--- src/rtl/spi_frame_pkg.sv ---
// Shared constants and FSM encoding for the SPI frame streamer.
package spi_frame_pkg;

   localparam int unsigned FRAME_BYTES = 9600;   // 76800 pixels at 1 bit/pixel
   localparam logic [7:0]  CMD_STATUS  = 8'h01;
   localparam logic [7:0]  CMD_READ    = 8'h02;

   typedef logic [2:0] state_t;

   localparam state_t IDLE      = 3'd0;
   localparam state_t CMD       = 3'd1;
   localparam state_t STATUS_TX = 3'd2;
   localparam state_t FRAME_TX  = 3'd3;
   localparam state_t DRAIN     = 3'd4;

endpackage

--- src/rtl/spi_pin_sync.sv ---
// Three-stage synchronizer for an asynchronous SPI pin. The first two stages
// resolve metastability; the third provides the edge-detect history.
module spi_pin_sync #(
   parameter logic RESET_VAL = 1'b0
) (
   input  logic sys_clk,
   input  logic nreset,
   input  logic pin,
   output logic level,
   output logic rise,
   output logic fall
);

   logic s1, s2, s3;

   // Shift the raw pin through the synchronizer chain.
   always_ff @(posedge sys_clk or negedge nreset) begin
      if (!nreset) begin
         s1 <= RESET_VAL;
         s2 <= RESET_VAL;
         s3 <= RESET_VAL;
      end else begin
         // NOTE: non-blocking assignments make every stage sample the previous
         // stage's old value, giving a true chain instead of one flop.
         s1 <= pin;
         s2 <= s1;
         s3 <= s2;
      end
   end

   assign level = s2;
   assign rise  = s2 & ~s3;
   assign fall  = ~s2 & s3;

endmodule

--- src/rtl/spi_frame_streamer.sv ---
// SPI mode-0 peripheral that reports frame status or streams the ready frame
// out of the read buffer. All SPI pins are oversampled in the sys_clk domain.
module spi_frame_streamer #(
   parameter int unsigned FRAME_BYTES = spi_frame_pkg::FRAME_BYTES,
   parameter int unsigned ADDR_W      = 17,
   parameter logic [7:0]  CMD_STATUS  = spi_frame_pkg::CMD_STATUS,
   parameter logic [7:0]  CMD_READ    = spi_frame_pkg::CMD_READ
) (
   input  logic              sys_clk,
   input  logic              nreset,
   input  logic              spi_sck,
   input  logic              spi_cs_n,
   input  logic              spi_mosi,
   output logic              spi_miso,
   output logic              spi_miso_oe,
   input  logic              buffer_ready,
   output logic [ADDR_W-1:0] rd_addr,
   input  logic [7:0]        rd_data,
   output logic              frame_read_complete,
   output logic              busy
);

   import spi_frame_pkg::*;

   localparam logic [13:0] LAST_BYTE = 14'(FRAME_BYTES - 1);

   logic       sck_level, sck_rise, sck_fall;
   logic       cs_level, cs_rise, cs_fall;
   logic       mosi_s1, mosi_s2;
   logic       unused_sync;

   state_t      state;
   logic [2:0]  bit_cnt;
   logic [13:0] byte_cnt;
   logic [6:0]  rx_reg;
   logic [7:0]  shift_reg;
   logic [1:0]  pf_cnt;     // counts down to the cycle rd_data is captured
   logic [7:0]  cmd_byte;

   spi_pin_sync #(.RESET_VAL(1'b0)) u_sck_sync (
      .sys_clk (sys_clk),
      .nreset  (nreset),
      .pin     (spi_sck),
      .level   (sck_level),
      .rise    (sck_rise),
      .fall    (sck_fall)
   );

   // CS resets to the deasserted level so the MISO enable stays low in reset.
   spi_pin_sync #(.RESET_VAL(1'b1)) u_cs_sync (
      .sys_clk (sys_clk),
      .nreset  (nreset),
      .pin     (spi_cs_n),
      .level   (cs_level),
      .rise    (cs_rise),
      .fall    (cs_fall)
   );

   // The SCK level and CS rise are not needed; CS level alone drives the abort.
   assign unused_sync = sck_level ^ cs_rise;

   // Two-stage synchronizer for MOSI, aligned with the SCK s2 stage.
   always_ff @(posedge sys_clk or negedge nreset) begin
      if (!nreset) begin
         mosi_s1 <= 1'b0;
         mosi_s2 <= 1'b0;
      end else begin
         mosi_s1 <= spi_mosi;
         mosi_s2 <= mosi_s1;
      end
   end

   // The command byte as it will read once the current MOSI bit is shifted in.
   assign cmd_byte = {rx_reg, mosi_s2};

   // Transaction FSM: command decode, status/frame shift-out, prefetch and abort.
   always_ff @(posedge sys_clk or negedge nreset) begin
      if (!nreset) begin
         state               <= IDLE;
         bit_cnt             <= 3'd0;
         byte_cnt            <= 14'd0;
         rx_reg              <= 7'd0;
         shift_reg           <= 8'd0;
         pf_cnt              <= 2'd0;
         rd_addr             <= '0;
         spi_miso            <= 1'b0;
         frame_read_complete <= 1'b0;
      end else begin
         frame_read_complete <= 1'b0;

         // Prefetch: the buffer needs one cycle after rd_addr moves, so the
         // byte is captured on the second cycle after the address update.
         if (pf_cnt != 2'd0) pf_cnt <= pf_cnt - 2'd1;
         if (pf_cnt == 2'd1) shift_reg <= rd_data;

         if (cs_level) begin
            // CS deasserted: abandon whatever was in flight, no completion.
            state     <= IDLE;
            bit_cnt   <= 3'd0;
            byte_cnt  <= 14'd0;
            rd_addr   <= '0;
            spi_miso  <= 1'b0;
            pf_cnt    <= 2'd0;
            shift_reg <= 8'd0;
         end else begin
            case (state)
               IDLE: begin
                  spi_miso <= 1'b0;
                  if (cs_fall) begin
                     state   <= CMD;
                     bit_cnt <= 3'd0;
                     rx_reg  <= 7'd0;
                  end
               end

               CMD: begin
                  if (sck_fall) spi_miso <= 1'b0;
                  if (sck_rise) begin
                     rx_reg  <= cmd_byte[6:0];
                     bit_cnt <= bit_cnt + 3'd1;
                     if (bit_cnt == 3'd7) begin
                        if (cmd_byte == CMD_STATUS) begin
                           state     <= STATUS_TX;
                           shift_reg <= {7'd0, buffer_ready};
                        end else if (cmd_byte == CMD_READ && buffer_ready) begin
                           state    <= FRAME_TX;
                           rd_addr  <= '0;
                           byte_cnt <= 14'd0;
                           pf_cnt   <= 2'd2;
                        end else begin
                           state <= DRAIN;
                        end
                     end
                  end
               end

               STATUS_TX: begin
                  if (sck_fall) begin
                     spi_miso  <= shift_reg[7];
                     shift_reg <= {shift_reg[6:0], 1'b0};
                  end
                  if (sck_rise) begin
                     bit_cnt <= bit_cnt + 3'd1;
                     if (bit_cnt == 3'd7) shift_reg <= {7'd0, buffer_ready};
                  end
               end

               FRAME_TX: begin
                  if (sck_fall) begin
                     spi_miso  <= shift_reg[7];
                     shift_reg <= {shift_reg[6:0], 1'b0};
                  end
                  if (sck_rise) begin
                     bit_cnt <= bit_cnt + 3'd1;
                     if (bit_cnt == 3'd7) begin
                        if (byte_cnt == LAST_BYTE) begin
                           frame_read_complete <= 1'b1;
                           state               <= DRAIN;
                        end else begin
                           byte_cnt <= byte_cnt + 14'd1;
                           rd_addr  <= ADDR_W'(byte_cnt + 14'd1);
                           pf_cnt   <= 2'd2;
                        end
                     end
                  end
               end

               DRAIN: begin
                  spi_miso <= 1'b0;
               end

               default: begin
                  state <= IDLE;
               end
            endcase
         end
      end
   end

   assign busy        = (state == FRAME_TX);
   assign spi_miso_oe = ~cs_level;

endmodule

--- config.mk ---
export PLATFORM = sky130hd
export DESIGN_NAME = spi_frame_streamer
export DESIGN_NICKNAME = d
export VERILOG_FILES = /design/src/rtl/spi_frame_pkg.sv /design/src/rtl/spi_pin_sync.sv /design/src/rtl/spi_frame_streamer.sv
export SDC_FILE = /design/constraint.sdc
export NUM_CORES = 1
export LEC_CHECK = 0
export CAP_MARGIN = 20
export CELL_PAD_IN_SITES_DETAIL_PLACEMENT = 1
export CELL_PAD_IN_SITES_GLOBAL_PLACEMENT = 2
export CORE_MARGIN = 1.5
export CORE_UTILIZATION = 36
export DETAILED_ROUTE_END_ITERATION = 8
export PLACE_DENSITY_LB_ADDON = 0.1
export SETUP_SLACK_MARGIN = 0.3
export SLEW_MARGIN = 5
export SYNTH_ARGS = -nofsm -noshare
export SYNTH_HDL_FRONTEND = slang
export SYNTH_SLANG_ARGS = --single-unit
--- constraint.sdc ---
create_clock -name sys_clk -period 3.42 [get_ports sys_clk]
set_input_delay 0.513 -clock sys_clk [delete_from_list [all_inputs] [get_ports sys_clk]]
set_output_delay 0.513 -clock sys_clk [all_outputs]
set_load 0.05 [all_outputs]
# == Word level (Yosys, flattened, before mapping) ==
# Cells that the tools add are included.
# word_totals
reg_bits,64
elab_cells,130
# classes
add_sub_neg,4
n_reduce_logical,16
eq_ne,24
mux,63
bitwise,6
# op_table
cell,n
17-bit two-way mux,8
14-bit two-way mux,8
8-bit two-way mux,8
3-bit two-way mux,12
17-bit case mux with 2 select lines,1
14-bit case mux with 2 select lines,1
8-bit case mux with 3 select lines,1
3-bit by 2-bit != test with 1-bit output (second input constant),7
2-bit two-way mux,9
14-bit by 1-bit adder with 15-bit output (second input constant),1
3-bit by 1-bit != test with 1-bit output (second input constant),5
14-bit by 1-bit adder with 14-bit output (second input constant),1
14-bit == test (second input constant),1
7-bit two-way mux,2
7-bit case mux with 2 select lines,1
3-bit case mux with 4 select lines,1
8-bit by 1-bit == test with 1-bit output (second input constant),1
8-bit by 2-bit == test with 1-bit output (second input constant),1
1-bit two-way mux,8
8-bit AND reduction,1
7-bit AND reduction,1
3-bit by 2-bit == test with 1-bit output (second input constant),2
3-bit == test (second input constant),2
3-bit case mux with 2 select lines,1
19 further kinds,29

# == Logic depth before layout (Yosys ltp) ==
# logic_depth
depth_word,8
ltp_mapped,9
mapped_depth_nobuf,7

# == Cells and area by module ==
# A second synthesis with hierarchy kept.
# hier_totals
cells_unflattened,244
hier_area_um2,2433.6
# by_module_without_submodules
mod,n_inst,cells_each,area_each_um2
spi_frame_streamer,1,234,2249.7
spi_pin_sync at u_cs_sync,1,5,93.8
spi_pin_sync at u_sck_sync,1,5,90.1

# == Worst setup path before layout ==
# Ideal clock, no wire load.
# synth_path
path_type,register -> register
start,register byte_cnt[7]
end,register byte_cnt[5]
setup_ps,110
t_arrival_ps,2099
slack_ps,1211
stages_incl_launch_ff,8
required_time_ps,3310
period_less_slack_ps,2209
cell_sequence,dfrtp_1 buf_6 or4b_4 nor4_4 o221a_4 buf_6 o21ai_1 o41ai_1
# synth_between
elab_chain_cells,3
# synth_lines
element,line,source
start: declaration,spi_frame_streamer.sv:34,logic [13:0] byte_cnt;
start signal: assignment,spi_frame_streamer.sv:160,byte_cnt <= byte_cnt + 14'd1;
14-bit == test,spi_frame_streamer.sv:156,if (byte_cnt == LAST_BYTE) begin
3-bit by 2-bit != test with 1-bit output (no line),n/a,
8-bit AND reduction (no line),n/a,
# Every way passes these cells.
# A chain may end at the register's enable or synchronous reset.

# == Final worst setup path ==
# layout_path
start,register state[1]
end,output busy
# layout_between
elab_chain_cells,1
# layout_lines
element,line,source
start: declaration,spi_frame_streamer.sv:32,state_t state;
start signal: assignment,spi_frame_streamer.sv:79,state <= IDLE;
start signal: assignment,spi_frame_streamer.sv:98,state <= IDLE;
start signal: assignment,spi_frame_streamer.sv:110,state <= CMD;
3-bit by 2-bit == test with 1-bit output,spi_frame_streamer.sv:180,assign busy = (state == FRAME_TX);
end: declaration,spi_frame_streamer.sv:20,output logic busy
# Every way passes these cells.

==> run metrics <==
library cell with the largest summed area after synthesis sky130_fd_sc_hd__dfrtp_1; number of optimization iterations in the first detailed-route pass 4; summed instance area of the synthesized netlist ~2400 µm²; die boundary height 84.35 µm; Yosys warnings 0; post-route clock period utilization between 70 and 80%; Synth async-reset ratio 100.0%; total length of routed wires 5826 µm; R2R setup slack 1.26 ns; synthesized-area fraction occupied by ao, oa, aoi and oai cells 16.02%; crit path kind reg -> out; total DRC errors in the routed layout 0; sequential cell area 1205 µm²; area of the die roughly 7100 µm²; Gate Count Post-Synth about 240; clock tree from TritonCTS built; Synth Area in XOR/XNOR 0%; Area Growth Syn to Fin 19.70%; input/output buffers 32; Clock Root Buffer sky130_fd_sc_hd__clkbuf_8; clock network latency to the later pin of the worst-skew pair around 0.30 ns; maximum number of pins on one net before global-route repair 48; setup fix buffers added after clock tree synthesis 0; chip width between 80 and 90 µm; top cells by area, synth sky130_fd_sc_hd__dfrtp_1 (47%), sky130_fd_sc_hd__nand2_1 (5.7%), sky130_fd_sc_hd__o21ai_0 (5.3%); LEAKAGE ~1.2 nW; initial core utilization 37.30%; result of the run finished, final reports clean; CTS buffer count 5; CTS sink count 48; hold buffers post-CTS 0; antenna violations before repair 0; max-cap viol count 0; ordered list of cells on the worst path and3b_1, clkdlybuf4s50_1; share of the synthesized area in the top cell type around 47%; number of levels in the clock H-tree 2; number of flip-flops in the largest register 13; fin. max-slew vios 0; deepest clock path buffer count 2; number of ports placed on the die boundary 35; setup TNS 0 ns; transition time at the pin with the least slew margin 0.9919 ns; Vias per Instance around 5.5; sum of net half-perimeters after detailed placement between 4000 and 5000 µm; clk slew on worst S/H paths roughly 0.090 ns; total number of nets in the final design between 200 and 300; number of flip-flops and latches in the synthesized netlist 48; worst flop-to-flop path startpoint byte_cnt[7]; Period minus WS final 2.532 ns; cell family contributing the most delay on the critical path buffers and inverters; WP data arrival a little over 2 ns; critical path launch point type flop; mean cell area of the mapped netlist between 9 and 10 µm²; hold crit path type in -> async; Multi-input gate area ~1100 µm²; FP Rows 29; Placeable Area approximately 6400 µm²; distinct cell type count of the synthesized netlist 43; slowest cell on the critical path sky130_fd_sc_hd__clkdlybuf4s50_1; Congestion Overflow GR 0; top cell types by occurrence after synthesis sky130_fd_sc_hd__dfrtp_1 (45), sky130_fd_sc_hd__nand2_1 (36), sky130_fd_sc_hd__o21ai_0 (25); delay of the slowest critical-path stage about 0.83 ns; Seq/Total Area, Yosys between 50% and 60%; highest achievable clock rate just under 400 MHz; fraction of the mapped netlist area in adder cells ~1.6%; fin util between 40 and 50%; worst clock skew on the final layout 0.007926 ns; Setup Viol. Count Final 0; WP depth 2; layout cells sized above 1 under 10%; total count of hold-check failures in the final report 0; Antenna Diode Count 0; simple logic cell fraction of the synthesized area about a fifth; Worst R2R End byte_cnt[3]; most numerous cell in the Yosys netlist sky130_fd_sc_hd__dfrtp_1; Relative slew margins between 30% and 40%; routed length per instance between 15 and 20 µm; remaining antenna violation count after routing 0; fill cell count roughly 730; Worst Setup End Kind output pin; unrepaired setup endpoints after global routing false; commonest register cell after synthesis sky130_fd_sc_hd__dfrtp_1; overall routing resource usage a little under a fifth; wire length of the first global-routing pass 10270 µm; maximum net fanout on the critical path 13; via count 1928; number of synthesized flops with an enable pin 0; multiplexer share of the synthesized area between 6 and 7%; maximum ir drop on the vdd rail 319.0 µV; largest family of logic cells by synthesized area simple AND/OR/NAND/NOR gates; power density over the cells around 430 nW/µm²; GP Congestion 0.7986; Crit path buffers/inverters 1; cts repair resizes 0; vias in the first global route approximately 2000; Iter 0 DRT Violations 76; data required time of the critical path between 2 and 3 ns; R2R depth 5
## placed cells by master, fill, tap and decap left out, types with 2 or more instances in the layout
cell | netlist | layout
sky130_fd_sc_hd__mux2_2 | 5 | 5
sky130_fd_sc_hd__nor3_1 | 4 | 4
sky130_fd_sc_hd__inv_1 | 5 | 5
sky130_fd_sc_hd__a21oi_1 | 5 | 5
sky130_fd_sc_hd__nand2b_1 | 2 | 2
sky130_fd_sc_hd__and2_1 | 2 | 2
sky130_fd_sc_hd__o21ai_0 | 25 | 25
sky130_fd_sc_hd__o22ai_1 | 3 | 3
sky130_fd_sc_hd__and3_1 | 2 | 2
sky130_fd_sc_hd__o31ai_1 | 8 | 8
sky130_fd_sc_hd__mux2i_1 | 11 | 11
sky130_fd_sc_hd__nor2_1 | 17 | 17
sky130_fd_sc_hd__dfstp_2 | 3 | 3
sky130_fd_sc_hd__clkdlybuf4s50_1 | 0 | 31
sky130_fd_sc_hd__nand2_1 | 36 | 36
sky130_fd_sc_hd__a31oi_1 | 3 | 3
sky130_fd_sc_hd__o211ai_1 | 2 | 2
sky130_fd_sc_hd__o21ai_1 | 6 | 6
sky130_fd_sc_hd__nand3_1 | 10 | 10
sky130_fd_sc_hd__o41ai_1 | 2 | 2
sky130_fd_sc_hd__ha_1 | 3 | 3
sky130_fd_sc_hd__nand3b_1 | 2 | 2
sky130_fd_sc_hd__nand4_1 | 7 | 7
sky130_fd_sc_hd__a22o_1 | 2 | 2
sky130_fd_sc_hd__dfrtp_1 | 45 | 45
sky130_fd_sc_hd__clkbuf_8 | 0 | 6
sky130_fd_sc_hd__nor2b_1 | 3 | 3
sky130_fd_sc_hd__conb_1 | 1 | 2
sky130_fd_sc_hd__and3b_1 | 5 | 5
## worst max-delay path by stage
stage,from,endpoint,slack (ns)
4_1_cts,state[1],busy,0.87
5_1_grt,state[1],busy,0.76
3_3_place_gp,state[1],busy,1.25
2_1_floorplan,byte_cnt[7],byte_cnt[5],1.21
6_report,state[1],busy,0.89
3_5_place_dp,buffer_ready,byte_cnt[2],1.21
## worst reg2reg max path: stages, from the launching register on
cell and delay (ns):
sky130_fd_sc_hd__dfrtp_1 0.51, sky130_fd_sc_hd__or4b_4 0.59, sky130_fd_sc_hd__nor4_4 0.36, sky130_fd_sc_hd__o221a_4 0.38, sky130_fd_sc_hd__o21ai_0 0.13, sky130_fd_sc_hd__o31ai_1 0.09
## metrics by stage
step                      total power [mW]  setup WS [ns]  cell area (µm²)  cells  hold slack, ns
final                                1.221         0.8881             2851    351         0.08872
after global routing                 1.298         0.7584             2851    351         0.09264
after CTS                            1.240         0.8699             2831    350          0.3595
after detailed placement            0.8729          1.210             2738    342          0.3373
after global placement              0.8677          1.247             2738    342          0.3351
after floorplan                     0.7997          1.211             2386    244          0.2174
## final cells by class
cell class                 instances  area share (%)
clock inverter                     1          0.2633
clock buffer                       7           3.028
tap                               77           3.379
multi-input combinational        179           38.39
inverter                           5          0.6582
sequential                        48           42.26
timing repair buffer              34           12.02
## power breakdown
group | internal [mW] | switching (mW)
Clock | 0.165 | 0.196
Sequential | 0.596 | 0.0468
Combinational | 0.0878 | 0.130
## per-layer routing
metal | part of all wire [%] | vias to the layer above | wire [µm] | GRT usage [%]
met3 | 2.4 | 6 | 142 | 3.245
met5 | 0 | - | 0 | 0
met2 | 45 | 25 | 2644 | 28.07
met4 | 1.3 | 0 | 78 | 6.891
met1 | 51 | 963 | 2961 | 25.66
li1 | - | 934 | - | -
## cell families (layout without fill, tap and decap cells)
group | Yosys count | after routing
compound gates | 61 | 61
fa+ha+maj | 3 | 3
buf+inv | 17 | 47
flops | 48 | 48
mux | 16 | 16
other cells | 1 | 2
simple gates | 97 | 97
No activity file was read; power rests on OpenSTA's default activity.
